File: config.mk
export PLATFORM = sky130hd
export DESIGN_NAME = src_scan_ctrl
export DESIGN_NICKNAME = d
export VERILOG_FILES = /design/src/rtl/src_scan_ctrl_pkg.sv /design/src/rtl/src_scan_ctrl_win_tap_counter.sv /design/src/rtl/src_scan_ctrl.sv
export SDC_FILE = /design/constraint.sdc
export NUM_CORES = 1
export LEC_CHECK = 0
export CAP_MARGIN = 10
export CORE_MARGIN = 2
export CORE_UTILIZATION = 55
export DETAILED_ROUTE_END_ITERATION = 10
export PLACE_DENSITY_LB_ADDON = 0.3
export SYNTH_ARGS = -nofsm -noshare
export SYNTH_HDL_FRONTEND = slang
export SYNTH_SLANG_ARGS = --single-unit
File: constraint.sdc
create_clock -name clk -period 4.75 [get_ports clk]
set_input_delay 0.7125 -clock clk [delete_from_list [all_inputs] [get_ports clk]]
set_output_delay 0.7125 -clock clk [all_outputs]
set_load 0.02 [all_outputs]
File: src/rtl/src_scan_ctrl_pkg.sv
`default_nettype none
// ============================================================================
// Module   : src_scan_ctrl_pkg
// Purpose  : Shared constants and state type for the source-buffer scan
//            sequencer (image/kernel geometry, read-address width, FSM states).
// Ports    : none (package)
// Revision : 1.0 - initial release
// ============================================================================
package src_scan_ctrl_pkg;

  // Image and kernel geometry (stride 1, no padding)
  localparam int SRC_IMG_W = 28;
  localparam int SRC_IMG_H = 28;
  localparam int SRC_K     = 5;
  localparam int SRC_OUT_W = SRC_IMG_W - SRC_K + 1;
  localparam int SRC_OUT_H = SRC_IMG_H - SRC_K + 1;

  // Source buffer read-address width
  localparam int SRC_AW    = 12;

  typedef enum logic [1:0] {
    ST_IDLE  = 2'd0,
    ST_LOAD  = 2'd1,
    ST_SCAN  = 2'd2,
    ST_DRAIN = 2'd3
  } scan_state_e;

endpackage : src_scan_ctrl_pkg
`default_nettype wire

File: src/rtl/src_scan_ctrl_win_tap_counter.sv
`default_nettype none
// ============================================================================
// Module   : win_tap_counter
// Purpose  : Nested raster counters kc (innermost), kr, oc, orow that walk
//            every tap of every KxK window and form the buffer read address.
// Ports    : clk, rst     - clock, synchronous active-high reset
//            clr_i        - clear all counters (start of a new frame)
//            adv_i        - advance to the next tap
//            addr_o       - (orow+kr)*IMG_W + oc + kc, truncated to AW bits
//            first_o      - current tap is kr=0,kc=0
//            last_o       - current tap is kr=K-1,kc=K-1
//            frame_end_o  - current tap is the last tap of the last window
// Revision : 1.0 - initial release
// ============================================================================
module win_tap_counter
  import src_scan_ctrl_pkg::*;
#(
  parameter int IMG_W = SRC_IMG_W,
  parameter int IMG_H = SRC_IMG_H,
  parameter int K     = SRC_K,
  parameter int AW    = SRC_AW
) (
  input  logic          clk,
  input  logic          rst,
  input  logic          clr_i,
  input  logic          adv_i,
  output logic [AW-1:0] addr_o,
  output logic          first_o,
  output logic          last_o,
  output logic          frame_end_o
);

  localparam int OW = IMG_W - K + 1;
  localparam int OH = IMG_H - K + 1;
  localparam int CW = $clog2(((IMG_W > IMG_H) ? IMG_W : IMG_H) + 1);

  localparam logic [CW-1:0] KMAX  = CW'(K - 1);
  localparam logic [CW-1:0] OCMAX = CW'(OW - 1);
  localparam logic [CW-1:0] ORMAX = CW'(OH - 1);

  logic [CW-1:0] kc_q, kr_q, oc_q, orow_q;

  // Odometer-style carry chain; the final tap wraps everything back to zero.
  always_ff @(posedge clk) begin
    if (rst || clr_i) begin
      kc_q   <= '0;
      kr_q   <= '0;
      oc_q   <= '0;
      orow_q <= '0;
    end else if (adv_i) begin
      if (kc_q != KMAX) begin
        kc_q <= kc_q + 1'b1;
      end else begin
        kc_q <= '0;
        if (kr_q != KMAX) begin
          kr_q <= kr_q + 1'b1;
        end else begin
          kr_q <= '0;
          if (oc_q != OCMAX) begin
            oc_q <= oc_q + 1'b1;
          end else begin
            oc_q <= '0;
            if (orow_q != ORMAX) orow_q <= orow_q + 1'b1;
            else                 orow_q <= '0;
          end
        end
      end
    end
  end

  // Arithmetic is done modulo 2^AW, which is the required truncation.
  assign addr_o = (AW'(orow_q) + AW'(kr_q)) * AW'(IMG_W) + AW'(oc_q) + AW'(kc_q);

  assign first_o     = (kc_q == '0) && (kr_q == '0);
  assign last_o      = (kc_q == KMAX) && (kr_q == KMAX);
  assign frame_end_o = last_o && (oc_q == OCMAX) && (orow_q == ORMAX);

endmodule : win_tap_counter
`default_nettype wire

File: src/rtl/src_scan_ctrl.sv
`default_nettype none
// ============================================================================
// Module   : src_scan_ctrl
// Purpose  : Loads a frame into the source buffer, then scans every KxK
//            window in raster order, issuing one read per tap and presenting
//            the returned pixel with a valid/ready handshake and markers.
// Ports    : clk, rstn    - clock, synchronous reset (active HIGH)
//            start        - frame request (accepted only when idle)
//            busy, done   - frame in progress / one-cycle completion pulse
//            load_go      - pulse to buffer load; load_ready - load complete
//            rom_cena     - active-low read enable; rom_aa - read address
//            tap_valid/tap_ready - tap handshake with the conv stage
//            tap_first, tap_last, frame_last - window/frame markers
// Revision : 1.0 - initial release
// ============================================================================
module src_scan_ctrl
  import src_scan_ctrl_pkg::*;
#(
  parameter int IMG_W = SRC_IMG_W,
  parameter int IMG_H = SRC_IMG_H,
  parameter int K     = SRC_K,
  parameter int AW    = SRC_AW
) (
  input  logic          clk,
  input  logic          rstn,
  input  logic          start,
  output logic          busy,
  output logic          done,
  output logic          load_go,
  input  logic          load_ready,
  output logic          rom_cena,
  output logic [AW-1:0] rom_aa,
  output logic          tap_valid,
  input  logic          tap_ready,
  output logic          tap_first,
  output logic          tap_last,
  output logic          frame_last
);

  scan_state_e state_q, state_d;
  logic        tap_valid_q, tap_valid_d;
  logic        first_q, first_d;
  logic        last_q, last_d;
  logic        flast_q, flast_d;
  logic        done_q, done_d;

  logic          w_issue;
  logic          w_clr;
  logic          w_go;
  logic [AW-1:0] w_addr;
  logic          w_first, w_last, w_frame_end;

  win_tap_counter #(
    .IMG_W (IMG_W),
    .IMG_H (IMG_H),
    .K     (K),
    .AW    (AW)
  ) u_cnt (
    .clk         (clk),
    .rst         (rstn),
    .clr_i       (w_clr),
    .adv_i       (w_issue),
    .addr_o      (w_addr),
    .first_o     (w_first),
    .last_o      (w_last),
    .frame_end_o (w_frame_end)
  );

  always_comb begin
    state_d     = state_q;
    done_d      = 1'b0;
    w_issue     = 1'b0;
    w_clr       = 1'b0;
    w_go        = 1'b0;
    tap_valid_d = tap_valid_q;
    first_d     = first_q;
    last_d      = last_q;
    flast_d     = flast_q;

    case (state_q)
      ST_IDLE: begin
        if (start) begin
          state_d = ST_LOAD;
          w_go    = 1'b1;
          w_clr   = 1'b1;
        end
      end
      ST_LOAD: begin
        if (load_ready) state_d = ST_SCAN;
      end
      ST_SCAN: begin
        // A read may only be issued when the output slot frees up this cycle;
        // otherwise the buffer must hold the data of the stalled tap.
        if (!tap_valid_q || tap_ready) begin
          w_issue = 1'b1;
          if (w_frame_end) state_d = ST_DRAIN;
        end
      end
      ST_DRAIN: begin
        if (tap_valid_q && tap_ready) begin
          state_d = ST_IDLE;
          done_d  = 1'b1;
        end
      end
      default: state_d = ST_IDLE;
    endcase

    // Markers travel with the read so they line up with the returned pixel.
    if (w_issue) begin
      tap_valid_d = 1'b1;
      first_d     = w_first;
      last_d      = w_last;
      flast_d     = w_frame_end;
    end else if (tap_ready) begin
      tap_valid_d = 1'b0;
      first_d     = 1'b0;
      last_d      = 1'b0;
      flast_d     = 1'b0;
    end
  end

  always_ff @(posedge clk) begin
    if (rstn) begin
      state_q     <= ST_IDLE;
      tap_valid_q <= 1'b0;
      first_q     <= 1'b0;
      last_q      <= 1'b0;
      flast_q     <= 1'b0;
      done_q      <= 1'b0;
    end else begin
      state_q     <= state_d;
      tap_valid_q <= tap_valid_d;
      first_q     <= first_d;
      last_q      <= last_d;
      flast_q     <= flast_d;
      done_q      <= done_d;
    end
  end

  // Combinational strobes are masked while reset is held so no stray read
  // or load request escapes during the reset cycle.
  assign load_go    = w_go && !rstn;
  assign rom_cena   = !(w_issue && !rstn);
  assign rom_aa     = w_addr;
  assign busy       = (state_q != ST_IDLE);
  assign done       = done_q;
  assign tap_valid  = tap_valid_q;
  assign tap_first  = first_q;
  assign tap_last   = last_q;
  assign frame_last = flast_q;

endmodule : src_scan_ctrl
`default_nettype wire

* Word level (Yosys, flattened, before mapping)
Cells that the tools add are included.
** Cells by class
- Muxes and demuxes :: 20
- Equality and inequality tests :: 16
- Reduce and logical (&&, ||, !) cells :: 22
- Add/subtract/negate cells :: 7
- Bitwise operators :: 4
- $mul :: 1
** Operator list (count)
- $add 12x5->12 :: 2
- $add 5x1->5 const B :: 4
- $mux 5 :: 4
- $mul 12x3->10 const B :: 1
- $eq 5x3->1 const B :: 2
- $eq 5x5->1 const B :: 2
- $logic_not 5->1 :: 2
- $mux 1 :: 10
- $mux 2 :: 5
- $ne 2x2->1 const B :: 5
- $ne 5x3->1 const B :: 2
- $ne 5x5->1 const B :: 2
- $pmux 2 s4 :: 1
- $logic_and 1x1->1 :: 7
- $add 5x5->6 :: 1
- $reduce_and 5->1 :: 1
- $eq 2x2->1 const B :: 2
- $not 1->1 :: 4
- $reduce_and 4->1 :: 1
- $reduce_bool 2->1 :: 2
- $logic_not 1->1 :: 3
- $reduce_and 3->1 :: 1
- $eq 2x1->1 const B :: 1
- $logic_not 2->1 :: 1
- 3 further kinds :: 4
** Storage, ports and cells
- Input port bits :: 5
- Register bits after elaboration :: 27
- Output and inout bits :: 20

* Depth between registers and ports, before layout
- Word-level depth :: 7
- Mapped depth :: 16

* Hierarchy
A second synthesis with hierarchy kept.
** Unflattened totals
- Cells, all modules :: 257
- Area, all modules :: 2258.4 um^2
** By module, submodules not included
- win_tap_counter :: seq. area each 400.4 um^2, area an instance 1869.3 um^2, instances 1, cells each 211
- src_scan_ctrl :: seq. area each 140.1 um^2, area an instance 389.1 um^2, instances 1, cells each 46

* Least setup slack after synthesis
No wires, ideal clock.
- Path type :: register -> output
- Start point :: reg u_cnt.kr_q[0]
- End point :: out rom_aa[6]
- Required time :: 4.038 ns
- Slack :: 0.011 ns
- Arrival :: 4.027 ns
- Path buffers :: 0
- Stages on the path, launching flop included :: 16
- Cells stage by stage :: dfxtp_1 -> ha_1 -> inv_1 -> fa_1 -> xor2_1 -> inv_1 -> fa_1 -> ha_1 -> inv_1 -> fa_1 -> inv_1 -> ha_1 -> o21ai_0 -> nor2_1 -> o31ai_1 -> a21boi_0
** Between the ends
- Cells in the longest elaborated chain, start to end :: 4
** RTL lines
- start: declaration :: RTL line src_scan_ctrl_win_tap_counter.sv:41 : logic [CW-1:0] kc_q, kr_q, oc_q, orow_q;
- start signal: assignment :: RTL line src_scan_ctrl_win_tap_counter.sv:56 : kr_q <= kr_q + 1'b1;
- $add 5x5->6 :: RTL line src_scan_ctrl_win_tap_counter.sv:72 : assign addr_o = (AW'(orow_q) + AW'(kr_q)) * AW'(IMG_W) + AW'(oc_q) + AW'(kc_q);
- $mul 12x3->10 :: RTL line src_scan_ctrl_win_tap_counter.sv:72
- $add 12x5->12 (2 in series) :: RTL line src_scan_ctrl_win_tap_counter.sv:72
- end: declaration :: RTL line src_scan_ctrl.sv:32 : output logic [AW-1:0] rom_aa,
No other way between the ends.

* Worst setup path after layout
- Start point :: reg u_cnt.orow_q[0]
- End point :: out rom_aa[10]
** Between the ends
- Cells in the longest elaborated chain, start to end :: 4
** RTL lines
- start: declaration :: RTL line src_scan_ctrl_win_tap_counter.sv:41
- start signal: assignment :: RTL line src_scan_ctrl_win_tap_counter.sv:63 : if (orow_q != ORMAX) orow_q <= orow_q + 1'b1;
- $add 5x5->6 :: RTL line src_scan_ctrl_win_tap_counter.sv:72
- $mul 12x3->10 :: RTL line src_scan_ctrl_win_tap_counter.sv:72
- $add 12x5->12 (2 in series) :: RTL line src_scan_ctrl_win_tap_counter.sv:72
No other way between the ends.

==> flow_metrics.env <==
export IMPL_required_ps=4040
export IMPL_slew_violations=0
export IMPL_endpoint_kind="primary output"
export IMPL_seqCellArea_um2=543
export IMPL_ioPinCount=25
export IMPL_rsz0062_at_grt="true"
export IMPL_met3RoutedLength_um=186
export IMPL_num_rows=23
export IMPL_yosysWarnings=0
export IMPL_hpwlAfterDp_um=3880
export IMPL_cts_buffers=3
export IMPL_portBuffers=24
export IMPL_area_growth_syn_to_layout_pct=22.9
export IMPL_synth_edff_count=0
export IMPL_place_gp_congestion=0.816
export IMPL_viasPerCell=5.46
export IMPL_place_ws_ps=-256
export IMPL_die_w_um=69.6
export IMPL_clk_latency_ps=280
export IMPL_synth_commonest_cells="inv_1 (38), nor2_1 (33), ha_1 (32), dfxtp_1 (27), nand2_1 (16)"
export IMPL_relSlewSlack_pct=67.3
export IMPL_synth_seq_cells=27
export IMPL_htree_levels=1
export IMPL_cts_sinks=27
export IMPL_initial_core_util_pct=58.3
export IMPL_critPathKind="flop to primary output"
export IMPL_yosysSeqAreaShare_pct=22.8
export IMPL_hold_violations=0
export IMPL_rrSetupSlack_ps=2620
export IMPL_setup_viol=0
export IMPL_p_leak_nw=1.35
export IMPL_period_minus_slack_ps=4670
export IMPL_layout_drive_gt1_share_pct=17.8
export IMPL_clk_pin_slew_ps=90
export IMPL_drv_cap=0
export IMPL_core_um2=4060
export IMPL_wire_per_inst_um=13.0
export IMPL_grt_max_degree=17
export IMPL_status="finished clean"
export IMPL_synthArstFlopShare_pct=0
export IMPL_dr_max_layer_used="met4"
export IMPL_powerDensity_nw_per_um2=199
export IMPL_die_h_um=69.6
export IMPL_start_kind="flop"
export IMPL_final_antenna_net_count=0
export IMPL_peakVddDrop_mv=0.232
export IMPL_grt_pass1_wl_um=8340
export IMPL_multi_input_area_um2=1730
export IMPL_wl_um=4890
export IMPL_ys_flop_type="dfxtp_1"
export IMPL_cts_buffer_depth=2
export IMPL_dr_first_iter_drc_count=67
export IMPL_synth_top_area_share_pct=22.8
export IMPL_num_fill_cells=325
export IMPL_antenna_found_initial=0
export IMPL_grt_pass1_vias=2020
export IMPL_met2_length_um=2450
export IMPL_grtUsageTotal_pct=20.4
export IMPL_ys_types=48
export IMPL_worstMarginPinSlew_ps=487
export IMPL_synth_nets=325
export IMPL_min_period_over_period_pct=98.2
export IMPL_synth_most_common_cell="inv_1"
export IMPL_synth_top_area_cell="dfxtp_1"
export IMPL_vias=2053
export IMPL_cp_arrival_ps=3950
export IMPL_m1WireLength_um=2160
export IMPL_holdCritPathClass="flop to flop"
export IMPL_n_antenna_cell=0
export IMPL_fin_ws_ps=84.5
export IMPL_avgSynthCellArea_um2=8.45
export IMPL_overflow=0
export IMPL_syn_cell_area_um2=2370
export IMPL_cts_tree="built"
export IMPL_nets=372
export IMPL_detail_route_drc_violations=0
export IMPL_holdPathStages=2
export IMPL_dieArea_um2=4840
export IMPL_fmax_mhz=214
export IMPL_cp_max_fo=3
export IMPL_synth_area_leaders="dfxtp_1 (23%), ha_1 (17%), fa_1 (6.8%)"
export IMPL_root_buffer="clkbuf_8"
export IMPL_finish_utilization_pct=71.7
export IMPL_dr_pass1_iters=4
export IMPL_ff2ff_path_depth=7
export IMPL_syn_inst=280
export IMPL_skew_ps=13.6
==> critical path, stage by stage, from the launching register on <==
cell     delay, ps
dfxtp_2        370
ha_4           130
inv_2           40
fa_2           560
inv_1           70
fa_1           450
ha_1           300
inv_2           40
fa_1           510
inv_2           50
ha_4           270
o21ai_2         60
nor2_2         150
o31ai_2        100
nor4_2         270
xor2_1         170
buf_4          150
==> kinds of logic (layout without fill, tap and decap cells) <==
logic type      after synthesis  after routing  share of synthesized area [%]
simple gates                 99             99                           22.4
buf+inv                      43             89                           7.08
compound gates               41             41                           12.4
fa+ha+maj                    40             40                           23.7
flops                        27             27                           22.8
xor+xnor                     26             26                           9.94
mux                           4              4                           1.69
==> worst paths after layout <==
kind | startpoint | endpoint
setup reg to reg | u_cnt.kc_q[1]$_SDFFE_PP0P_ | u_cnt.oc_q[3]$_SDFFE_PP0P_
hold reg to reg | tap_last$_SDFFE_PP0P_ | tap_last$_SDFFE_PP0P_
setup / recovery | u_cnt.orow_q[0]$_SDFFE_PP0P_ | rom_aa[10]
hold / removal | tap_last$_SDFFE_PP0P_ | tap_last$_SDFFE_PP0P_
==> cell type report <==
type	instances	area share, %
Clock inverter	1	0.258
Multi-Input combinational cell	210	59.4
Clock buffer	3	1.42
Tap cell	50	2.15
Inverter	38	4.90
Sequential cell	27	18.7
Timing Repair Buffer	47	13.2
==> metal layers <==
layer / vias up / track usage, %
met5: - / 0
met4: 0 / 6.32
met3: 10 / 2.47
met2: 53 / 36.9
met1: 954 / 25.1
li1: 1036 / -
==> report_power, final <==
part / leakage [nW] / total (W) / switching [W] / internal (W)
Clock: 0.0217 / 0.000136 / 0.0000767 / 0.0000597
Combinational: 1.11 / 0.000189 / 0.000108 / 0.0000803
Sequential: 0.219 / 0.000254 / 0.0000133 / 0.000241
==> placed cells by master (no fill, tap or decap), types with 5 or more instances in the layout <==
cell             netlist  final
dfxtp_1               27     25
buf_4                  1     24
nand4_1                8      8
nor2_1                33     32
nand2b_1               6      6
xnor2_1               15     15
fa_1                   8      7
inv_1                 38     34
ha_1                  32     29
a21oi_1               11     11
clkdlybuf4s50_1        0     16
nand2_1               16     16
nand3_1                6      6
xor2_1                10      9
nor2b_1                5      5
==> per-stage QoR <==
step           setup TNS, ps  hold slack, ps  instance area (µm²)  instances  total power [W]
5_1_grt                 -142             498                 2910        376         0.000612
2_1_floorplan              0             473                 2370        280         0.000383
6_report                   0             476                 2910        376         0.000579
3_3_place_gp            -505             447                 2800        370         0.000443
3_5_place_dp           -1160             448                 2800        370         0.000448
4_1_cts                -84.0             471                 2840        374         0.000582
==> registers in the layout (all words and copies together), names as in the netlist <==
| signal | flops |
|---|---|
| u_cnt.kr_q | 5 |
| tap_last | 1 |
| u_cnt.oc_q | 5 |
| frame_last | 1 |
| state_q | 2 |
| tap_first | 1 |
| tap_valid | 1 |
| u_cnt.orow_q | 5 |
| u_cnt.kc_q | 5 |
| done | 1 |
==> repair_timing <==
action,CTS,global route
buffers inserted,0,2
endpoints found under the setup margin,8,8
pin swaps,3,9
gates resized for setup,29,18
hold buffers,0,0
endpoints found under the hold margin,0,0
(Power assumes the default switching activity.)
